**config.mk**
```make
export PLATFORM = sky130hd
export DESIGN_NAME = bg_tile_fetcher_flat
export DESIGN_NICKNAME = d
export VERILOG_FILES = /design/src/rtl/bg_tile_fetcher_if.sv /design/src/rtl/bg_tile_fetcher.sv /design/src/flat_wrapper.sv
export SDC_FILE = /design/constraint.sdc
export NUM_CORES = 1
export LEC_CHECK = 0
export ABC_CLOCK_PERIOD_IN_PS = 6100
export CORE_MARGIN = 2
export CORE_UTILIZATION = 53
export DETAILED_ROUTE_END_ITERATION = 8
export PLACE_DENSITY_LB_ADDON = 0.3
export SETUP_SLACK_MARGIN = 0.05
export SLEW_MARGIN = 20
export SYNTH_ARGS = -nofsm -noshare
export SYNTH_HDL_FRONTEND = slang
export SYNTH_SLANG_ARGS = --single-unit
```
**constraint.sdc**
```tcl
create_clock -name clk -period 6.1 [get_ports clk]
set_input_delay 1.525 -clock clk [delete_from_list [all_inputs] [get_ports clk]]
set_output_delay 1.525 -clock clk [all_outputs]
set_load 0.05 [all_outputs]
```
**src/rtl/bg_tile_fetcher_if.sv**
```systemverilog
// Bus bundle between the background tile fetcher, VRAM and the pixel FIFO.
// The fetcher is the master: it issues VRAM reads and pushes pixel groups.
interface bg_tile_fetcher_if;
  logic [12:0] vram_addr;
  logic        vram_rd;
  logic [7:0]  vram_rdata;
  logic [4:0]  fifo_count;
  logic        fifo_push_en;
  logic [15:0] fifo_push_colors;

  modport master (
    output vram_addr, vram_rd, fifo_push_en, fifo_push_colors,
    input  vram_rdata, fifo_count
  );

  modport slave (
    input  vram_addr, vram_rd, fifo_push_en, fifo_push_colors,
    output vram_rdata, fifo_count
  );
endinterface

```
**src/rtl/bg_tile_fetcher.sv**
```systemverilog
// Background tile fetcher: walks the BG tile map for the current scanline,
// reads tile index / low plane / high plane bytes from VRAM and pushes
// 8 decoded 2-bit pixels per tile into the pixel FIFO.
module bg_tile_fetcher #(
  parameter int FIFO_DEPTH     = 16,
  parameter int TILES_PER_LINE = 21
) (
  input  logic       clk,
  input  logic       reset,
  input  logic       dot_en,
  input  logic       start_line,
  input  logic [7:0] ly,
  input  logic [7:0] scx,
  input  logic [7:0] scy,
  input  logic       lcdc_bg_map_sel,
  input  logic       lcdc_tile_data_sel,
  bg_tile_fetcher_if.master bus,
  output logic       line_done
);

  localparam int                CNT_W      = $clog2(TILES_PER_LINE + 1);
  localparam logic [5:0]        PUSH_LIMIT = 6'(FIFO_DEPTH - 8);
  localparam logic [CNT_W-1:0]  LAST_TILE  = CNT_W'(TILES_PER_LINE - 1);

  typedef enum logic [2:0] {
    IDLE, TILE_REQ, TILE_CAP, LO_REQ, LO_CAP, HI_REQ, HI_CAP, PUSH
  } state_t;

  state_t           state_q, state_d;
  logic [4:0]       fetch_x_q, fetch_x_d;
  logic [CNT_W-1:0] tile_cnt_q, tile_cnt_d;
  logic [7:0]       tile_idx_q, tile_idx_d;
  logic [7:0]       lo_q, lo_d;
  logic [7:0]       hi_q, hi_d;
  logic [12:0]      addr_q, addr_d;
  logic             done_pend_q, done_pend_d;

  logic [7:0]  yy;
  logic [2:0]  row;
  logic [4:0]  map_col;
  logic [12:0] map_addr;
  logic [12:0] data_addr;
  logic        has_space;
  logic        push_fire;
  logic        req_state;
  logic [15:0] colors;

  // Scroll is sampled live; map column wraps at 32 tiles via 5-bit arithmetic.
  assign yy       = ly + scy;
  assign row      = yy[2:0];
  assign map_col  = scx[7:3] + fetch_x_q;
  assign map_addr = {2'b11, lcdc_bg_map_sel, yy[7:3], map_col};

  // Unsigned mode indexes from 0x0000; signed mode treats the index as
  // two's complement around 0x1000, wrapping inside the 13-bit VRAM space.
  assign data_addr = lcdc_tile_data_sel
                   ? {1'b0, tile_idx_q, row, 1'b0}
                   : 13'h1000 + {tile_idx_q[7], tile_idx_q, 4'b0000} + {9'd0, row, 1'b0};

  assign has_space = ({1'b0, bus.fifo_count} <= PUSH_LIMIT);
  assign req_state = (state_q == TILE_REQ) || (state_q == LO_REQ) || (state_q == HI_REQ);
  assign push_fire = (state_q == PUSH) && dot_en && has_space && !start_line;

  // Leftmost pixel lands in the top bits; colour = {hi bit, lo bit}.
  for (genvar gi = 0; gi < 8; gi++) begin : g_pix
    assign colors[15-2*gi -: 2] = {hi_q[7-gi], lo_q[7-gi]};
  end

  // Output decode: address is driven live in request states, held otherwise.
  always_comb begin
    bus.vram_addr = addr_q;
    case (state_q)
      TILE_REQ: bus.vram_addr = map_addr;
      LO_REQ:   bus.vram_addr = data_addr;
      HI_REQ:   bus.vram_addr = {data_addr[12:1], 1'b1};
      default:  bus.vram_addr = addr_q;
    endcase
    bus.vram_rd          = dot_en && req_state;
    bus.fifo_push_en     = push_fire;
    bus.fifo_push_colors = (state_q == PUSH) ? colors : 16'h0000;
    line_done            = dot_en && done_pend_q && !start_line;
  end

  // Next-state logic: start_line overrides everything; otherwise advance on dot_en.
  always_comb begin
    state_d     = state_q;
    fetch_x_d   = fetch_x_q;
    tile_cnt_d  = tile_cnt_q;
    tile_idx_d  = tile_idx_q;
    lo_d        = lo_q;
    hi_d        = hi_q;
    addr_d      = bus.vram_addr;
    done_pend_d = done_pend_q;
    if (start_line) begin
      state_d     = TILE_REQ;
      fetch_x_d   = 5'd0;
      tile_cnt_d  = '0;
      done_pend_d = 1'b0;
    end else if (dot_en) begin
      // A pending line_done is emitted this cycle, so retire it.
      done_pend_d = 1'b0;
      case (state_q)
        IDLE:     state_d = IDLE;
        TILE_REQ: state_d = TILE_CAP;
        TILE_CAP: begin
          tile_idx_d = bus.vram_rdata;
          state_d    = LO_REQ;
        end
        LO_REQ:   state_d = LO_CAP;
        LO_CAP: begin
          lo_d    = bus.vram_rdata;
          state_d = HI_REQ;
        end
        HI_REQ:   state_d = HI_CAP;
        HI_CAP: begin
          hi_d    = bus.vram_rdata;
          state_d = PUSH;
        end
        PUSH: begin
          if (has_space) begin
            fetch_x_d  = fetch_x_q + 5'd1;
            tile_cnt_d = tile_cnt_q + 1'b1;
            if (tile_cnt_q == LAST_TILE) begin
              state_d     = IDLE;
              done_pend_d = 1'b1;
            end else begin
              state_d = TILE_REQ;
            end
          end
        end
        default:  state_d = IDLE;
      endcase
    end
  end

  // State and datapath registers; asynchronous reset abandons any tile in flight.
  always_ff @(posedge clk or negedge reset) begin
    if (!reset) begin
      state_q     <= IDLE;
      fetch_x_q   <= 5'd0;
      tile_cnt_q  <= '0;
      tile_idx_q  <= 8'd0;
      lo_q        <= 8'd0;
      hi_q        <= 8'd0;
      addr_q      <= 13'd0;
      done_pend_q <= 1'b0;
    end else begin
      state_q     <= state_d;
      fetch_x_q   <= fetch_x_d;
      tile_cnt_q  <= tile_cnt_d;
      tile_idx_q  <= tile_idx_d;
      lo_q        <= lo_d;
      hi_q        <= hi_d;
      addr_q      <= addr_d;
      done_pend_q <= done_pend_d;
    end
  end

endmodule

```
**src/flat_wrapper.sv**
```systemverilog
// flat-port wrapper written by rule: the top's interface ports become plain ports
module bg_tile_fetcher_flat 
#(
  parameter int FIFO_DEPTH     = 16,
  parameter int TILES_PER_LINE = 21
)
  (clk, reset, dot_en, start_line, ly, scx, scy, lcdc_bg_map_sel, lcdc_tile_data_sel, line_done, bus_vram_addr, bus_vram_rd, bus_fifo_push_en, bus_fifo_push_colors, bus_vram_rdata, bus_fifo_count);
  bg_tile_fetcher_if bus_i ();
  input  logic clk;
  input  logic reset;
  input  logic dot_en;
  input  logic start_line;
  input  logic [7:0] ly;
  input  logic [7:0] scx;
  input  logic [7:0] scy;
  input  logic lcdc_bg_map_sel;
  input  logic lcdc_tile_data_sel;
  output logic line_done;
  output wire logic [$bits(bus_i.vram_addr)-1:0] bus_vram_addr;
  output wire logic [$bits(bus_i.vram_rd)-1:0] bus_vram_rd;
  output wire logic [$bits(bus_i.fifo_push_en)-1:0] bus_fifo_push_en;
  output wire logic [$bits(bus_i.fifo_push_colors)-1:0] bus_fifo_push_colors;
  input wire logic [$bits(bus_i.vram_rdata)-1:0] bus_vram_rdata;
  input wire logic [$bits(bus_i.fifo_count)-1:0] bus_fifo_count;
  assign bus_vram_addr = bus_i.vram_addr;
  assign bus_vram_rd = bus_i.vram_rd;
  assign bus_fifo_push_en = bus_i.fifo_push_en;
  assign bus_fifo_push_colors = bus_i.fifo_push_colors;
  assign bus_i.vram_rdata = bus_vram_rdata;
  assign bus_i.fifo_count = bus_fifo_count;
  bg_tile_fetcher #(.FIFO_DEPTH(FIFO_DEPTH), .TILES_PER_LINE(TILES_PER_LINE)) u_core (.clk(clk), .reset(reset), .dot_en(dot_en), .start_line(start_line), .ly(ly), .scx(scx), .scy(scy), .lcdc_bg_map_sel(lcdc_bg_map_sel), .lcdc_tile_data_sel(lcdc_tile_data_sel), .bus(bus_i), .line_done(line_done));
endmodule
```
==> results.md, run 1 <==
- Drt first-iter violations: 85
- Die ar.: around 6000 um2
- Total number of vias: ~2200
- Layout Skew: 8.42 ps
- Run status: finished, final reports clean
- CTS sink cnt: 51
- Final hold vios: 0
- Std-Cell Rows: 26
- Least-Margin Pin Slew: 987 ps
- Initial Util: 0.554
- Cell Chain, Critical Path: clkdlybuf4s50_1 > ha_1 > a211oi_1 > o21bai_1 > a21oi_1 > xor2_1 > o21ai_0 > clkdlybuf4s50_1
- Global-route total usage across every layer: 0.216
- Maxcap violations: 0
- CP most frequent cell: clkdlybuf4s50_1
- PwrDens: between 200 and 250 nW/um2
- Synth top cells by count: dfrtp_1 (51), nor2_1 (19), and2_1 (18)
- Post-Synth Simple-Gate Area: 0.141
- Share of layout cells above drive strength 1: 0.130
- Die Height: 77.3 um
- Adder-Cell Fraction of Synth Area: 0.0799
- Fin crit period: roughly 5700 ps
- Final #Nets: between 300 and 400
- Largest area contributor in the netlist: dfrtp_1
- Fmax: 175 MHz
- Critical path class: input pin to output port
- CP delay by family, top: buffers and inverters
- CP max stage cell: clkdlybuf4s50_1
- RePlAce Congestion: just under 0.8
- Synth unique cells: 43
- Synth Area in Compound Gates: 0.132
- N_diodes: 0
- Number of routed nets with antenna violations: 0
- Dpl hpwl: roughly 4.6 mm
- Number of flops mapped to enable cells by yosys: 0
- Largest family of logic cells by synthesized area: simple AND/OR/NAND/NOR gates
- CP Launch Type: input pin
- Crit path required time: 4580 ps
- H-tree levels: 2
- Total gr overflow: 0
- Core outline area: roughly 5000 um2
- Endpoints failing setup: 0
- Final Util: 0.720
- Synth Flop Type: dfrtp_1
- Fin. max-slew vios: 0
- P&R area growth vs syn: 29.9%
- Synth top area share: 0.448
- Most frequent cell after synthesis: dfrtp_1
- Largest net degree at the start of global routing: 33
- Worst skew pair latency: between 300 and 400 ps
- Post-CTS Resized: 0
- Avg Cell Area, Syn: approximately 11 um2
- Synth Area in XOR/XNOR: 0.0553
- Register area share after synthesis: 0.448
- First drt pass iteration count: 4
- Die X: roughly 77 um
- Remaining DRCs: 0
- CP endpoint kind: output port
- Initial antenna violation count: 0
- Final Power: roughly 0.0009 W
- Routed vias/inst: approximately 5.4
- Synth Register Bits: a little over 50
- Post-synthesis mux area share: 0.113
- Vias in the first global route: 2238
- First-pass GRT wire length: between 10 and 15 mm
- HP Class: register to register
- Crit path max fanout: 2
- CTS Buf Count: 5
- Ranking of synthesized cells by area: dfrtp_1 (45%), mux2_2 (6.7%), ha_1 (6.6%), mux2_4 (4.2%), xor2_1 (4.0%)
- Final worst-path cycle share: 0.935
- Worst path max stage delay: roughly 870 ps
- CTS root buf: clkbuf_8
- IO Port Bufs: 71
- Syn. warnings: 0
- Critical path arrival: 4180 ps
- Post-synthesis instance area: 2850 um2
- Drt wl/cell: between 10 and 15 um
- CTS clk-pin slew, worst paths: approximately 100 ps
- Ports: 75
- WP buf/inv: 2
- Maximum clock path buffer count: 2
- Gate Count Post-Synth: about 260
- Maximum VDD drop: between 0.1 and 0.15 mV
- Post CTS Setup Buffer Count: 0
- Setup TNS: 0 ps
- Hold-fix buffers, CTS: 0
- CTS tree: done
- Post-Syn Nets: around 320
- Slew margin rel.: 0.340
- Async S/R FF share, synth: 1.00
- Leakage power: 1.64 nW
- RSZ-0062 raised after global routing: false
- DRT Wirelength: 6.01 mm
## through the flow
step           cells  hold WS, ps  setup slack [ps]  area (um2)
2_1_floorplan    261          472               955        2850
3_3_place_gp     393          480               435        3590
3_5_place_dp     394          486               399        3610
4_1_cts          402          510               389        3700
5_1_grt          402          529               249        3700
6_report         402          508               394        3700
## routing by layer
metal  vias up  GRT usage  wire length [um]
met1      1052      0.290              2680
met5         -          0                 0
met3         6     0.0541               332
met2        58      0.360              2960
met4         0     0.0411                44
li1       1067          -                 -
## registers in the layout, indices dropped and copies added (netlist names)
register and count:
u_core.tile_idx_q 8, u_core.done_pend_q 1, u_core.state_q 3, u_core.lo_q 8, u_core.tile_cnt_q 5, u_core.addr_q 13
u_core.hi_q 8, u_core.fetch_x_q 5
## kinds of logic after synthesis
logic type / Yosys count
AOI/OAI and AO/OA: 59
xor gates and xnor gates: 18
adders and majority gates: 17
buffers and inverters: 18
DFF: 51
muxes: 26
and+or+nand+nor: 72
## report_power, final
group	switching [W]	internal, W
combinational	0.000145	0.000115
sequential	0.0000312	0.000386
clock	0.000120	0.0000823
## final timing paths
check,startpoint,end,slack [ps],depth (start not counted)
hold / removal,u_core.hi_q[4],u_core.hi_q[4],510,1
max in group asynchronous,reset,u_core.tile_idx_q[4],4410,2
min in group asynchronous,reset,u_core.tile_cnt_q[1],1170,1
setup / recovery,ly[1],bus_vram_addr[7],390,8
hold reg to reg,u_core.hi_q[4],u_core.hi_q[4],510,1
setup reg to reg,u_core.state_q[0],u_core.tile_cnt_q[3],3710,5
## cell usage in the layout (no fill, tap or decap), types with 5 or more instances in the layout
cell             instances
a21oi_1                 16
and2_1                  18
clkbuf_8                 5
clkdlybuf4s50_1         69
dfrtp_1                 51
ha_1                    15
inv_1                    8
mux2_2                  17
mux2_4                   8
nand2_1                 13
nor2_1                  19
o21ai_0                 12
o22ai_1                  8
xnor2_1                  5
xor2_1                  13
## cell type report
class	instances	area [um2]
inverter	8	30.0
timing repair buffer	73	731
multi-input combinational	192	1480
clock inverter	3	23.8
clock buffer	5	68.8
fill	412	1440
tap	70	87.6
sequential	51	1280
No activity file was read; power rests on OpenSTA's default activity.
==> run 2, diff against run 1 <==
--- a/config.mk
+++ b/config.mk
@@ -11,7 +11,6 @@
 export DETAILED_ROUTE_END_ITERATION = 8
 export PLACE_DENSITY_LB_ADDON = 0.3
 export SETUP_SLACK_MARGIN = 0.05
-export SLEW_MARGIN = 20
 export SYNTH_ARGS = -nofsm -noshare
 export SYNTH_HDL_FRONTEND = slang
 export SYNTH_SLANG_ARGS = --single-unit
==> run 2 against run 1 <==
  * Critical path depth is the same
  * Routed wire length shrank 1.2%
  * Combinational power is essentially flat
  * Global-route usage shrank 0.24 points
  * Setup slack gained 27 ps
  * Sequential share of layout area is essentially flat
  * Fmax grew 0.47%
  * Cell count shrank 0.25%
  * Sequential power is essentially flat
  * Utilization grew 0.097 points
  * Final area grew 0.14%
  * Critical path type unchanged
==> results.md, run 2 (synthesis results as in run 1) <==
- Final Power: 0.000914 W
- Initial Util: 0.554
- CP endpoint kind: output port
- Total gr overflow: 0
- Post-CTS Resized: 0
- CP max stage cell: clkdlybuf4s50_1
- Final instance area: about 3700 um2
- Most frequent cells in the layout: clkdlybuf4s50_1 (69), dfrtp_1 (51), nor2_1 (19)
- Min-delay src: u_core.hi_q[6]
- Drt wl/cell: between 10 and 15 um
- Critical path class: input pin to output port
- Largest net degree at the start of global routing: 52
- Maximum clock path buffer count: 2
- Drt first-iter violations: between 100 and 150
- Fin crit period: around 5700 ps
- Final worst-path cycle share: 0.931
- Crit path max fanout: 2
- RePlAce Congestion: ~0.79
- Leakage power: between 1.5 and 2 nW
- CTS sink cnt: 51
- CTS tree: done
- Final Util: 0.721
- Worst setup path start: ly[1]
- Crit path required time: about 4600 ps
- Critical path arrival: 4150 ps
- Reg2reg start: u_core.state_q[0]
- Most flops, register: u_core.addr_q
- Initial antenna violation count: 0
- PwrDens: approximately 250 nW/um2
- Number of routed nets with antenna violations: 0
- Fillers: 407
- H-tree levels: 2
- Die ar.: roughly 6000 um2
- Non-Filler Instances: approximately 400
- RSZ-0062 raised after global routing: false
- Cell Chain, Critical Path: clkdlybuf4s50_1 > ha_1 > a211oi_1 > o21bai_1 > a21oi_1 > xor2_1 > o21ai_0 > clkdlybuf4s50_1
- Total number of vias: 2179
- Maxcap violations: 0
- Post CTS Setup Buffer Count: 0
- CP most frequent cell: clkdlybuf4s50_1
- Global-route total usage across every layer: 0.214
- P&R area growth vs syn: 30.0%
- DRT Wirelength: 5.94 mm
- Most common cell after layout, fill and taps aside: clkdlybuf4s50_1
- Cell area after placement: approximately 3600 um2
- Std-Cell Rows: 26
- Endpoints failing setup: 0
- Die Height: between 70 and 80 um
- Hold-fix buffers, CTS: 0
- Fmax: around 180 MHz
- Slew margin rel.: 0.261
- Share of layout cells above drive strength 1: 0.127
- Run status: finished, final reports clean
- Ports: 75
- Worst skew pair latency: ~300 ps
- Worst path max stage delay: 860 ps
- Least-Margin Pin Slew: between 1000 and 1500 ps
- Setup TNS: 0 ps
- Dpl hpwl: 4.47 mm
- IO Port Bufs: 71
- Layout Skew: 4.86 ps
- Placed cell count: roughly 400
- CTS root buf: clkbuf_8
- CP Launch Type: input pin
- Core outline area: 5140 um2
- Fin. max-slew vios: 0
- Remaining DRCs: 0
- Largest register FFs: 13
- N_diodes: 0
- First drt pass iteration count: 4
- HP Class: register to register
- Routed vias/inst: 5.43
- Die X: around 77 um
- CTS Buf Count: 5
- Vias in the first global route: roughly 2200
- Maximum VDD drop: 0.121 mV
- First-pass GRT wire length: 10.4 mm
- Final hold vios: 0
- CTS clk-pin slew, worst paths: approximately 80 ps
- Final #Nets: 390
-- run 2: cell types whose count changed in the layout (fill, tap and decap cells not counted) --
cell	previous run	this run
buf_12	1	0
inv_6	1	0
clkinvlp_4	2	0
bufinv_16	0	1
clkbuf_8	5	6
clkinv_2	0	1
-- run 2: stage by stage --
| step | worst slack, ps | hold WS, ps |
|---|---|---|
| 2_1_floorplan | 955 | 472 |
| 3_3_place_gp | 435 | 480 |
| 3_5_place_dp | 435 | 488 |
| 4_1_cts | 410 | 508 |
| 5_1_grt | 237 | 528 |
| 6_report | 421 | 505 |
-- run 2: routing by layer --
layer	vias to the layer above	track usage	share of wire
li1	1069	-	-
met1	1035	0.285	0.44
met2	71	0.354	0.49
met3	4	0.0518	0.062
met4	0	0.0500	0.0057
met5	-	0	0
-- run 2: final timing paths --
path,to,slack (ps),depth (start not counted)
setup reg to reg,u_core.tile_cnt_q[3],3740,5
hold / removal,u_core.hi_q[6],500,1
max in group asynchronous,u_core.lo_q[0],3980,1
hold reg to reg,u_core.hi_q[6],500,1
min in group asynchronous,u_core.addr_q[9],1430,1
setup / recovery,bus_vram_addr[7],420,8
-- run 2: area by class of cell --
type                            instances  area, um2  area share
Multi-Input combinational cell        192       1480       0.400
Clock buffer                            6       82.6      0.0223
Tap cell                               70       87.6      0.0236
Clock inverter                          2       35.0     0.00946
Sequential cell                        51       1280       0.344
Inverter                                8       30.0     0.00811
Timing Repair Buffer                   72        711       0.192
-- run 2: critical path: cells and delay by family --
| family | cells | cell delay [ps] |
|---|---|---|
| buf+inv | 2 | 1310 |
| compound gates | 4 | 900 |
| fa+ha+maj | 1 | 340 |
| xor+xnor | 1 | 90 |
-- run 2: report_power, final --
group          leakage, nW  internal (W)  switching [W]  total [W]
Sequential           0.655      0.000386      0.0000307   0.000416
Clock               0.0612      0.000133       0.000108   0.000240
Combinational        0.937      0.000114       0.000143   0.000257
